[src/rtl/led_pattern_pkg.sv]
// rtl/led_pattern_pkg.sv - shared encodings and insert-bit helper for the LED pattern shifter
package led_pattern_pkg;

    localparam logic [1:0] MODE_JOHNSON = 2'b00;
    localparam logic [1:0] MODE_RING    = 2'b01;
    localparam logic [1:0] MODE_SERIAL  = 2'b10;
    localparam logic [1:0] MODE_HOLD    = 2'b11;

    localparam logic DIR_TO_MSB = 1'b0;
    localparam logic DIR_TO_LSB = 1'b1;

    // Bit shifted into the vacated end of the register for a given mode.
    function automatic logic insert_bit(input logic [1:0] mode, input logic outgoing,
                                        input logic sin);
        logic b;
        case (mode)
            MODE_JOHNSON: b = ~outgoing;
            MODE_RING:    b = outgoing;
            default:      b = sin;
        endcase
        return b;
    endfunction

endpackage

[src/rtl/led_step_prescaler.sv]
// rtl/led_step_prescaler.sv - programmable step prescaler producing one tick every div+1 enabled cycles
module led_step_prescaler #(
    parameter int DIV_W = 24
) (
    input  logic             clk,
    input  logic             reset,
    input  logic             en,
    input  logic [DIV_W-1:0] div,
    input  logic             clr,
    output logic             tick
);

    logic [DIV_W-1:0] cnt;

    // >= rather than == so a runtime decrease of div below cnt recovers at once.
    assign tick = en && (cnt >= div);

    always_ff @(posedge clk) begin
        if (!reset) begin
            cnt <= '0;
        end else if (clr) begin
            cnt <= '0;
        end else if (en) begin
            if (tick) begin
                cnt <= '0;
            end else begin
                cnt <= cnt + DIV_W'(1);
            end
        end
    end

endmodule

[src/rtl/led_pattern_shifter.sv]
// rtl/led_pattern_shifter.sv - parametrised LED pattern shift register with feedback modes and status pulses
module led_pattern_shifter
    import led_pattern_pkg::*;
#(
    parameter int WIDTH = 8,
    parameter int DIV_W = 24
) (
    input  logic             clk,
    input  logic             reset,
    input  logic             en,
    input  logic [DIV_W-1:0] div,
    input  logic [1:0]       mode,
    input  logic             dir,
    input  logic             sin,
    input  logic             load,
    input  logic [WIDTH-1:0] load_val,
    output logic [WIDTH-1:0] q,
    output logic             step,
    output logic             wrap
);

    localparam int PH_W = $clog2(2 * WIDTH);

    logic             tick;
    logic             do_shift;
    logic             outgoing;
    logic             new_bit;
    logic [WIDTH-1:0] shifted;
    logic [PH_W-1:0]  phase;
    logic [PH_W-1:0]  phase_base;
    logic [PH_W-1:0]  period_last;
    logic [1:0]       prev_mode;

    led_step_prescaler #(
        .DIV_W(DIV_W)
    ) u_prescaler (
        .clk   (clk),
        .reset (reset),
        .en    (en),
        .div   (div),
        .clr   (load),
        .tick  (tick)
    );

    always_comb begin
        outgoing = (dir == DIR_TO_LSB) ? q[0] : q[WIDTH-1];
        new_bit  = insert_bit(mode, outgoing, sin);
        shifted  = (dir == DIR_TO_LSB) ? {new_bit, q[WIDTH-1:1]} : {q[WIDTH-2:0], new_bit};
        do_shift = tick && (mode != MODE_HOLD);
        // A mode change restarts the period; a coincident shift counts as the first step.
        phase_base  = (mode != prev_mode) ? '0 : phase;
        period_last = (mode == MODE_JOHNSON) ? PH_W'(2 * WIDTH - 1) : PH_W'(WIDTH - 1);
    end

    always_ff @(posedge clk) begin
        if (!reset) begin
            q         <= '0;
            phase     <= '0;
            step      <= 1'b0;
            wrap      <= 1'b0;
            prev_mode <= mode;
        end else if (load) begin
            q         <= load_val;
            phase     <= '0;
            step      <= 1'b0;
            wrap      <= 1'b0;
            prev_mode <= mode;
        end else begin
            prev_mode <= mode;
            if (do_shift) begin
                q    <= shifted;
                step <= 1'b1;
                if (phase_base == period_last) begin
                    phase <= '0;
                    wrap  <= 1'b1;
                end else begin
                    phase <= phase_base + PH_W'(1);
                    wrap  <= 1'b0;
                end
            end else begin
                step  <= 1'b0;
                wrap  <= 1'b0;
                phase <= phase_base;
            end
        end
    end

endmodule

[config.mk]
export PLATFORM = sky130hd
export DESIGN_NAME = led_pattern_shifter
export DESIGN_NICKNAME = d
export VERILOG_FILES = /design/src/rtl/led_pattern_pkg.sv /design/src/rtl/led_step_prescaler.sv /design/src/rtl/led_pattern_shifter.sv
export SDC_FILE = /design/constraint.sdc
export NUM_CORES = 1
export LEC_CHECK = 0
export ABC_CLOCK_PERIOD_IN_PS = 9000
export BUFFER_PORTS_ARGS = -buffer_cell sky130_fd_sc_hd__buf_2
export CAP_MARGIN = 30
export CORE_MARGIN = 2
export CORE_UTILIZATION = 35
export DETAILED_ROUTE_END_ITERATION = 16
export GPL_TIMING_DRIVEN = 0
export PLACE_DENSITY = 0.51
export RECOVER_POWER = 100
export SYNTH_ARGS = -nofsm -noshare
export SYNTH_HDL_FRONTEND = slang
export SYNTH_HIERARCHICAL = 1
export SYNTH_SLANG_ARGS = --single-unit
export TNS_END_PERCENT = 1
[constraint.sdc]
create_clock -name clk -period 9 [get_ports clk]
set_clock_uncertainty 0.2 [all_clocks]
set_input_delay 1.8 -clock clk [delete_from_list [all_inputs] [get_ports clk]]
set_output_delay 1.8 -clock clk [all_outputs]
set_load 0.05 [all_outputs]
==> results of run 1 <==
[worst register-to-register path: cells and delay by family, from the launching register on]
| kind | cells | cell delay [ps] |
|---|---|---|
| fa+ha+maj | 1 | 280 |
| flops | 1 | 420 |
| compound gates | 5 | 1770 |
| mux | 1 | 280 |
| simple gates | 2 | 210 |
| buf+inv | 2 | 760 |
[state kept, by name, summed over array words and instances (netlist names)]
register	count
wrap	1
q	8
prev_mode	2
u_prescaler/cnt	24
phase	4
step	1
[cells in the final DEF, fill, tap and decap left out, types with 2 or more instances in the layout]
cell	count
nor4_1	2
xnor2_1	8
o311ai_0	2
xor2_1	18
buf_2	39
a211oi_1	7
nor2_1	17
o21ai_0	3
nand3_1	21
o31ai_1	6
nor3_1	14
clkbuf_1	25
nand2b_1	5
buf_6	2
a21o_1	2
nor2b_1	7
nand2_1	16
nand4_1	15
inv_1	28
dfxtp_1	40
o221ai_1	2
and4_1	2
a21oi_1	16
nor3_2	9
and3_1	3
clkbuf_8	6
ha_1	26
[through the flow]
step | power, mW | hold WS [ps] | cell area [sq um] | setup WS [ps] | util (%)
CTS | 0.363 | 288 | 3200 | 4660 | 41.9
detailed placement | 0.236 | 275 | 3110 | 4350 | 40.7
global placement | 0.236 | 274 | 3110 | 4340 | 40.7
finish | 0.355 | 283 | 3080 | 3750 | 40.3
global route | 0.374 | 321 | 3080 | 3430 | 40.3
floorplan | 0.218 | 259 | 2740 | 4840 | -
[cells by family (layout without fill, tap and decap cells)]
family	Yosys count	count (layout)	synth area share, %
AOI/OAI and AO/OA	51	51	14.6
xor gates and xnor gates	27	27	8.91
adders and majority gates	26	26	11.9
buffers and inverters	43	100	7.13
DFF	40	40	29.3
muxes	1	1	0.411
and+or+nand+nor	121	121	27.8
[worst max-delay path by stage]
| stage | endpoint | slack [ps] | cells after the start |
|---|---|---|---|
| floorplan | q[1] | 4840 | 12 |
| global placement | q[2] | 4340 | 12 |
| detailed placement | q[2] | 4350 | 12 |
| CTS | q[2] | 4660 | 12 |
| global route | phase[0] | 3430 | 12 |
| finish | phase[0] | 3750 | 13 |
[power by group]
| group | switching [mW] | internal, mW |
|---|---|---|
| clock network | 0.0621 | 0.0626 |
| logic | 0.0293 | 0.0183 |
| registers | 0.00307 | 0.180 |
| total | 0.0945 | 0.261 |
[per-layer routing]
layer  track usage (%)  up-vias  routed length (microns)
li1                  -     1220                        -
met1              20.0     1063                     2920
met2              24.2       46                     2760
met3              2.93        7                      260
met4              4.85        0                       72
met5                 0        -                        0
[area by class of cell]
class | count | area [sq um]
buffer | 15 | 73.8
sequential | 40 | 801
fill | 807 | 4570
timing repair buffer | 49 | 230
inverter | 28 | 105
tap | 102 | 128
clock buffer | 8 | 90.1
multi-input combinational | 226 | 1650
==> summary.md, run 1 <==
| Metric | Value |
|---|---|
| Outcome | `completed` |
| GRT overflow | `0` |
| Power Density | `115 nW/um^2` |
| 1st-iter DRT viols | `81` |
| Synth Flop Type | `dfxtp_1` |
| Clock Sinks | `40` |
| Setup violations, final | `0` |
| CP Capture Type | `register` |
| Critical path arrival | `5240 ps` |
| GRT Total Usage | `15.0%` |
| Worst skew pair latency | `290 ps` |
| Routability cong. | `0.771` |
| WL/cell | `12.8 microns` |
| Vias per inst | `4.99` |
| Critical path's slowest cell | `a2111oi_0` |
| Required time worst endpoint | `8980 ps` |
| Critical path buffer and inverter count | `4` |
| Minimum clock period | `5250 ps` |
| CTS Hold Buffers Added | `0` |
| Hold Violations, Final | `0` |
| Clock root cell | `clkbuf_8` |
| Setup bufs post-CTS | `0` |
| # rows | `32` |
| Hold crit path type | `reg2reg` |
| Non-Filler Instances | `468` |
| Cell count after synthesis | `309` |
| RSZ-0062 raised after global routing | `no` |
| Crit share post-route | `58.4%` |
| Initial core utilization | `35.8%` |
| R2r startpoint | `u_prescaler/cnt[13]` |
| Critical path's top delay family | `compound AO/OA/AOI/OAI gates` |
| Initial antenna violation count | `0` |
| Syn_area_per_cell | `8.86 sq um` |
| Hold path endpoint | `phase[1]` |
| Clk buf depth | `2` |
| Top cell type's share of synthesized area | `29.3%` |
| Chip width | `92.4 microns` |
| Mapped cell area | `2740 sq um` |
| Post-Route WL | `6010 microns` |
| Yosys warning count | `6` |
| Diodes inserted | `0` |
| Slew headroom | `28.1%` |
| Most numerous cell in the Yosys netlist | `dfxtp_1` |
| Async SR Flop Fraction | `0%` |
| Dpl cells | `460` |
| Clk pin slew, worst setup/hold paths | `70 ps` |
| Nets@finish | `431` |
| Largest stage delay on the critical path | `920 ps` |
| Layout cells sized above 1 | `18.6%` |
| HP Start | `phase[1]` |
| Core Area | `7650 sq um` |
| DPL Wire Length | `4550 microns` |
| Vias in the first global route | `2226` |
| Post-DRT Antenna Nets | `0` |
| Die ar. | `8550 sq um` |
| Via count | `2336` |
| Crit path from | `div[13]` |
| Top cells by area, synth | `dfxtp_1 29%, ha_1 12%, nor3_2 7.3%` |
| FF-to-FF setup slack | `4970 ps` |
| Worst slew pin tran | `1050 ps` |
| Leakage | `1.31 nW` |
| Peak supply drop | `0.0623 mV` |
| Register bit count reported by yosys | `40` |
| CTS tree | `built` |
| Slew Limit Fails | `0` |
| Critical-path cell list | `buf_2, inv_1, ha_1, a21o_1, nand3_1, a211oi_1, a2111oi_0, a21oi_1, clkbuf_1, a21bo_2, clkbuf_1, nor2_1, mux2_2` |
| Port buffer count | `49` |
| Largest net degree at the start of global routing | `15` |
| H-tree depth | `2` |
| Setup TNS | `0 ps` |
| Max Fanout on Critical Path | `14` |
| DRT Pass-1 Iters | `4` |
| Area leader, netlist | `dfxtp_1` |
| Hold path depth | `2` |
| First-pass GRT wire length | `10400 microns` |
| Most common library cells after synthesis | `40 x dfxtp_1, 28 x inv_1, 26 x ha_1, 21 x nand3_1, 20 x nor3_2` |
| Layout area overhead | `12.5%` |
| Max Cap Violations | `0` |
| Post-synthesis cell type count | `52` |
| Number of synthesized flops with an enable pin | `0` |
| Fmax | `190 MHz` |
| Post-CTS sizing | `0` |
| Worst setup SP type | `primary input` |
| Crit path top cell by count | `clkbuf_1` |
| Register-to-Register Path Depth | `11` |
| Residual DRC | `0` |
| CTS buffer count | `5` |
| Die Ht | `92.4 microns` |
| Syn_nets | `375` |
| I/O Pins | `50` |
| RR Endpoint | `phase[0]` |
| Critical path class | `in2reg` |
| Register area share after synthesis | `29.3%` |
(Power assumes the default switching activity.)
==> run 2: changes to the inputs <==
Settings changed: ABC_CLOCK_PERIOD_IN_PS 9000 to 4790, PLACE_DENSITY 0.51 to 0.53.
Clock period 9 ns to 4.79 ns, I/O delays scaled along.
==> run 2 against run 1 <==
Effect of this change: sequential cell count stayed put; wire length grew 1.1%; hold slack gained 9.5 ps; worst setup slack worse by 2800 ps; cell count unchanged; sequential share of layout area down 0.18 points; clock power rose by 90%; global-route usage shrank 0.28 points; sequential power rose by 87%; highest routed layer unchanged; count of clock-buffer cells in the layout stayed put; core utilization grew 0.28 points; power is 89% higher; critical endpoint unchanged.
==> summary.md, run 2 (synthesized netlist as in run 1, its figures left out) <==
| Metric | Value |
|---|---|
| RSZ-0062 raised after global routing | `no` |
| Vias per inst | `4.96 (-0.60%)` |
| Critical path class | `in2reg` |
| Die ar. | `8550 sq um (unchanged)` |
| Vias in the first global route | `2224 (-0.090%)` |
| CP Capture Type | `register` |
| # rows | `32 (unchanged)` |
| CTS Hold Buffers Added | `0 (unchanged)` |
| Power Density | `216 nW/um^2 (+87%)` |
| Post-DRT Antenna Nets | `0 (unchanged)` |
| Clock root cell | `clkbuf_8` |
| Hold crit path type | `reg2reg` |
| Diodes inserted | `0 (unchanged)` |
| Largest net degree at the start of global routing | `15 (unchanged)` |
| R2r startpoint | `u_prescaler/cnt[2]` |
| Max reg flops | `24 (unchanged)` |
| Nets@finish | `431 (unchanged)` |
| First-pass GRT wire length | `10200 microns (-1.5%)` |
| Worst slew pin tran | `639 ps (-412 ps)` |
| Setup TNS | `0 ps (unchanged)` |
| Biggest register | `u_prescaler/cnt` |
| Layout area overhead | `13.3%` |
| Worst setup SP type | `primary input` |
| Slew headroom | `57.4% (+29 points)` |
| Leakage | `1.33 nW (+0.86%)` |
| Initial antenna violation count | `0 (unchanged)` |
| Setup violations, final | `0 (unchanged)` |
| Pre-CTS setup slack | `1000 ps (-3350 ps)` |
| Residual DRC | `0 (unchanged)` |
| Port buffer count | `49 (unchanged)` |
| H-tree depth | `2 (unchanged)` |
| Leading cell type in the layout, fill and taps excluded | `dfxtp_1` |
| Required time worst endpoint | `4780 ps (-4200 ps)` |
| Fillers | `824 (+2.1%)` |
| Layout cells sized above 1 | `18.9% (+0.27 points)` |
| Worst Slack Setup Final | `919 ps (-2830 ps)` |
| Die Ht | `92.4 microns (unchanged)` |
| DPL Wire Length | `4590 microns (+0.92%)` |
| Outcome | `completed` |
| CTS buffer count | `5 (unchanged)` |
| Peak supply drop | `0.131 mV (+110%)` |
| Hold slack | `293 ps (+9.53 ps)` |
| Critical path arrival | `3860 ps (-1380 ps)` |
| GRT overflow | `0 (unchanged)` |
| Clk buf depth | `2 (unchanged)` |
| Chip width | `92.4 microns (unchanged)` |
| Commonest non-fill, non-tap cells in the layout | `40 x dfxtp_1, 39 x buf_2, 28 x inv_1` |
| Core Area | `7650 sq um (unchanged)` |
| Worst skew pair latency | `300 ps (about the same)` |
| Hold Violations, Final | `0 (unchanged)` |
| Clk pin slew, worst setup/hold paths | `80 ps (about the same)` |
| HP Start | `phase[1]` |
| Via count | `2322 (-0.60%)` |
| Post-Route WL | `6080 microns (+1.1%)` |
| Max Fanout on Critical Path | `14 (unchanged)` |
| Crit path from | `div[2]` |
| Initial core utilization | `35.8% (unchanged)` |
| Crit share post-route | `80.8%` |
| DRT Pass-1 Iters | `4 (unchanged)` |
| Fmax | `258 MHz` |
| Routability cong. | `0.777 (+0.88%)` |
| Setup bufs post-CTS | `0 (unchanged)` |
| CTS tree | `built` |
| Clock Sinks | `40 (unchanged)` |
| GRT Total Usage | `14.7% (-0.28 points)` |
| WL/cell | `13.0 microns (+1.1%)` |
| Minimum clock period | `3870 ps` |
| I/O Pins | `50 (unchanged)` |
| Max Cap Violations | `0 (unchanged)` |
| Post-CTS sizing | `0 (unchanged)` |
| Biggest regs | `u_prescaler/cnt (24), q (8), phase (4)` |
| Slew Limit Fails | `0 (unchanged)` |
| 1st-iter DRT viols | `67 (-17%)` |
run 2: per-layer routing:
layer	vias to the layer above	routed length, microns	track usage [%]
li1	1219	-	-
met2	56	2760	24.9
met3	6	297	2.77
met1	1041	2990	19.2
met5	-	0	0
met4	0	34	3.73
run 2: final timing paths:
kind,cells past startpoint,slack [ps],end
max,13,920,phase[0]
min,2,290,phase[1]
max reg2reg,11,1250,phase[0]
min reg2reg,2,290,phase[1]
run 2: worst max-delay path, cell delays in order:
cell,delay (ps)
buf_2,70
inv_1,30
ha_1,300
a211o_1,300
a31oi_1,180
o221ai_1,170
a22oi_1,380
a21oi_1,230
buf_6,210
a21bo_2,210
clkbuf_1,390
nor2_1,140
mux2_2,280
run 2: final cells by class:
class | instances | area (sq um) | share of cell area (%)
timing repair buffer | 49 | 230 | 7.43
clock buffer | 8 | 90.1 | 2.91
tap | 102 | 128 | 4.12
buffer | 15 | 81.3 | 2.62
inverter | 28 | 105 | 3.39
sequential | 40 | 801 | 25.8
multi-input combinational | 226 | 1670 | 53.7
run 2: power breakdown:
group | total (mW) | switching (mW) | internal, mW
sequential | 0.343 | 0.00568 | 0.338
clock | 0.237 | 0.119 | 0.118
combinational | 0.0893 | 0.0549 | 0.0344
total | 0.670 | 0.180 | 0.490
run 2: through the flow:
stage	cells	cell area (sq um)	power [mW]	utilization, %
global placement	460	3110	0.443	40.7
detailed placement	460	3110	0.444	40.7
CTS	468	3200	0.683	41.9
finish	468	3100	0.670	40.5
floorplan	309	2740	0.410	-
global route	468	3100	0.701	40.5
==> run 3: changes to the inputs <==
Settings changed: ABC_CLOCK_PERIOD_IN_PS 4790 to 3820, PLACE_DENSITY 0.53 to 0.51.
Clock period 4.79 ns to 3.82 ns, I/O delays scaled along.
==> run 3 against run 2 <==
Effect of this change: via count up 0.90%; clock power rose by 24%; sequential share of layout area hardly changed; power rose by 25%; sequential cell count unchanged; cell count did not move; global-route usage grew 0.28 points; sequential power up 26%; worst setup slack lost 440 ps; non-clock buffer count unchanged; critical path depth is the same; critical path type unchanged; largest cell class unchanged.
==> summary.md, run 3 (synthesized netlist as in run 1, its figures left out) <==
| Metric | Value |
|---|---|
| Outcome | `completed` |
| Max Cap Violations | `0 (unchanged)` |
| Fmax | `299 MHz` |
| Switch share | `26.6% (-0.23 points)` |
| Clock power share | `35.1% (-0.3 points)` |
| Initial core utilization | `35.8% (unchanged)` |
| Sequential power share | `51.5% (+0.2 points)` |
| Clock root cell | `clkbuf_8` |
| Crit path from | `div[2]` |
| Die ar. | `8550 sq um (unchanged)` |
| CTS Hold Buffers Added | `0 (unchanged)` |
| Setup TNS | `0 ps (unchanged)` |
| CTS buffer count | `5 (unchanged)` |
| Minimum clock period | `3340 ps` |
| RSZ-0062 raised after global routing | `no` |
| CTS tree | `built` |
| Max Fanout on Critical Path | `14 (unchanged)` |
| Critical-path cell list | `buf_2, inv_1, ha_1, a211o_1, a31oi_1, o221ai_1, a22oi_1, a21oi_4, buf_6, a21bo_2, buf_2, nor2_1, mux2_2` |
| Worst skew pair latency | `290 ps (about the same)` |
| Vias per inst | `5.01 (+0.90%)` |
| GRT overflow | `0 (unchanged)` |
| Via count | `2343 (+0.90%)` |
| Slew Limit Fails | `0 (unchanged)` |
| Placed Area | `3110 sq um (unchanged)` |
| I/O Pins | `50 (unchanged)` |
| Peak supply drop | `0.147 mV (+12%)` |
| Biggest register | `u_prescaler/cnt` |
| Required time worst endpoint | `3800 ps (-980 ps)` |
| Critical path buffer and inverter count | `4 (unchanged)` |
| R2r startpoint | `u_prescaler/cnt[2]` |
| Post-DRT Antenna Nets | `0 (unchanged)` |
| Critical path's slowest cell | `a22oi_1` |
| Vias in the first global route | `2226 (+0.090%)` |
| Hold Violations, Final | `0 (unchanged)` |
| CP Capture Type | `register` |
| Leakage | `1.32 nW (about the same)` |
| Initial antenna violation count | `0 (unchanged)` |
| Largest net degree at the start of global routing | `15 (unchanged)` |
| Power Density | `270 nW/um^2 (+25%)` |
| First-pass GRT wire length | `10400 microns (+1.5%)` |
| Clk pin slew, worst setup/hold paths | `70 ps (about the same)` |
| Crit share post-route | `87.5%` |
| Pre-CTS setup slack | `210 ps (-795 ps)` |
| Post-layout instance area | `3100 sq um (about the same)` |
| Post-CTS sizing | `0 (unchanged)` |
| Setup bufs post-CTS | `0 (unchanged)` |
| Clock Sinks | `40 (unchanged)` |
| Core Area | `7650 sq um (unchanged)` |
| Routability cong. | `0.771 (-0.87%)` |
| Die Ht | `92.4 microns (unchanged)` |
| Worst setup SP type | `primary input` |
| Layout area overhead | `13.3% (about the same)` |
| Layout cells sized above 1 | `18.9% (unchanged)` |
| Clk buf depth | `2 (unchanged)` |
| End point of the critical path | `phase[0]` |
| Logic pwr share | `13.4% (about the same)` |
| RR Endpoint | `phase[0]` |
| Hold crit path type | `reg2reg` |
| Commonest non-fill, non-tap cells in the layout | `40 x buf_2, 40 x dfxtp_1, 28 x inv_1` |
| Register-to-Register Path Depth | `11 (unchanged)` |
| Chip width | `92.4 microns (unchanged)` |
| Biggest regs | `u_prescaler/cnt (24), q (8), phase (4)` |
| Nets@finish | `431 (unchanged)` |
| Setup violations, final | `0 (unchanged)` |
| 1st-iter DRT viols | `98 (+46%)` |
| H-tree depth | `2 (unchanged)` |
| Residual DRC | `0 (unchanged)` |
| Pint | `614 uW (+25%)` |
| GRT Total Usage | `15.0% (+0.28 points)` |
| Critical path arrival | `3330 ps (-530 ps)` |
| WL/cell | `12.9 microns (-0.74%)` |
| Max reg flops | `24 (unchanged)` |
| Critical path class | `in2reg` |
| Sw power | `223 uW (+24%)` |
| Crit path top cell by count | `buf_2` |
| Diodes inserted | `0 (unchanged)` |
| Largest stage delay on the critical path | `440 ps (+50 ps)` |
| Port buffer count | `49 (unchanged)` |
| Number of cells on the critical path | `13 (unchanged)` |
| Critical path's top delay family | `compound AO/OA/AOI/OAI gates` |
| # rows | `32 (unchanged)` |
| DPL Wire Length | `4550 microns (-0.91%)` |
| DRT Pass-1 Iters | `4 (unchanged)` |
| Worst slew pin tran | `609 ps (-30.5 ps)` |
| Worst Slack Setup Final | `477 ps (-442 ps)` |
| Post-Route WL | `6030 microns (-0.74%)` |
| FF-to-FF setup slack | `630 ps (-620 ps)` |
| Slew headroom | `59.6% (+2.2 points)` |
## run 3: changes by cell type in the layout (fill, tap and decap cells not counted)
cell,change
nor3_1,+2
nor3_2,-2
a21oi_1,-1
a21oi_4,+1
buf_2,+1
clkbuf_1,-1
## run 3: power by group through the flow
stage | Clock, mW | Combinational (mW) | Sequential [mW]
after global routing | 0.325 | 0.125 | 0.432
after global placement | 0 | 0.115 | 0.441
after CTS | 0.307 | 0.117 | 0.431
final | 0.294 | 0.112 | 0.431
after floorplan | 0 | 0.0574 | 0.457
after detailed placement | 0 | 0.117 | 0.440
## run 3: cell type report
cell class,instances,area [sq um]
Fill cell,800,4540
Multi-Input combinational cell,226,1670
Clock buffer,8,90.1
Tap cell,102,128
Inverter,28,105
Buffer,15,82.6
Sequential cell,40,801
Timing Repair Buffer,49,230
## run 3: layer usage
layer  vias up  global-route usage, %  wire length [microns]  share of wire (%)
met1      1065                   20.0                   2930                 49
met2        47                   24.2                   2770                 46
li1       1224                      -                      -                  -
met4         0                   4.85                     72                1.2
met5         -                      0                      0                  0
met3         7                   2.93                    257                4.3
## run 3: per-stage QoR
stage / utilization, % / cells / power (mW) / hold WS (ps)
floorplan: - / 309 / 0.514 / 259
global placement: 40.7 / 460 / 0.556 / 274
detailed placement: 40.7 / 460 / 0.557 / 275
CTS: 41.9 / 468 / 0.854 / 288
global route: 40.6 / 468 / 0.882 / 321
finish: 40.6 / 468 / 0.837 / 283
## run 3: worst min-delay path: cells and delay by family, from the launching register on
kind / cells / cell delay (ps)
AOI/OAI and AO/OA: 1 / 60
DFF: 1 / 320
and+or+nand+nor: 1 / 60
## run 3: worst min path at each step
| stage | startpoint | end | slack, ps | depth (start not counted) |
|---|---|---|---|---|
| 2_1_floorplan | phase[1] | phase[1] | 260 | 2 |
| 3_3_place_gp | phase[1] | phase[1] | 270 | 2 |
| 3_5_place_dp | phase[1] | phase[1] | 270 | 2 |
| 4_1_cts | phase[1] | phase[1] | 290 | 2 |
| 5_1_grt | phase[1] | phase[1] | 320 | 2 |
| 6_report | phase[1] | phase[1] | 280 | 2 |
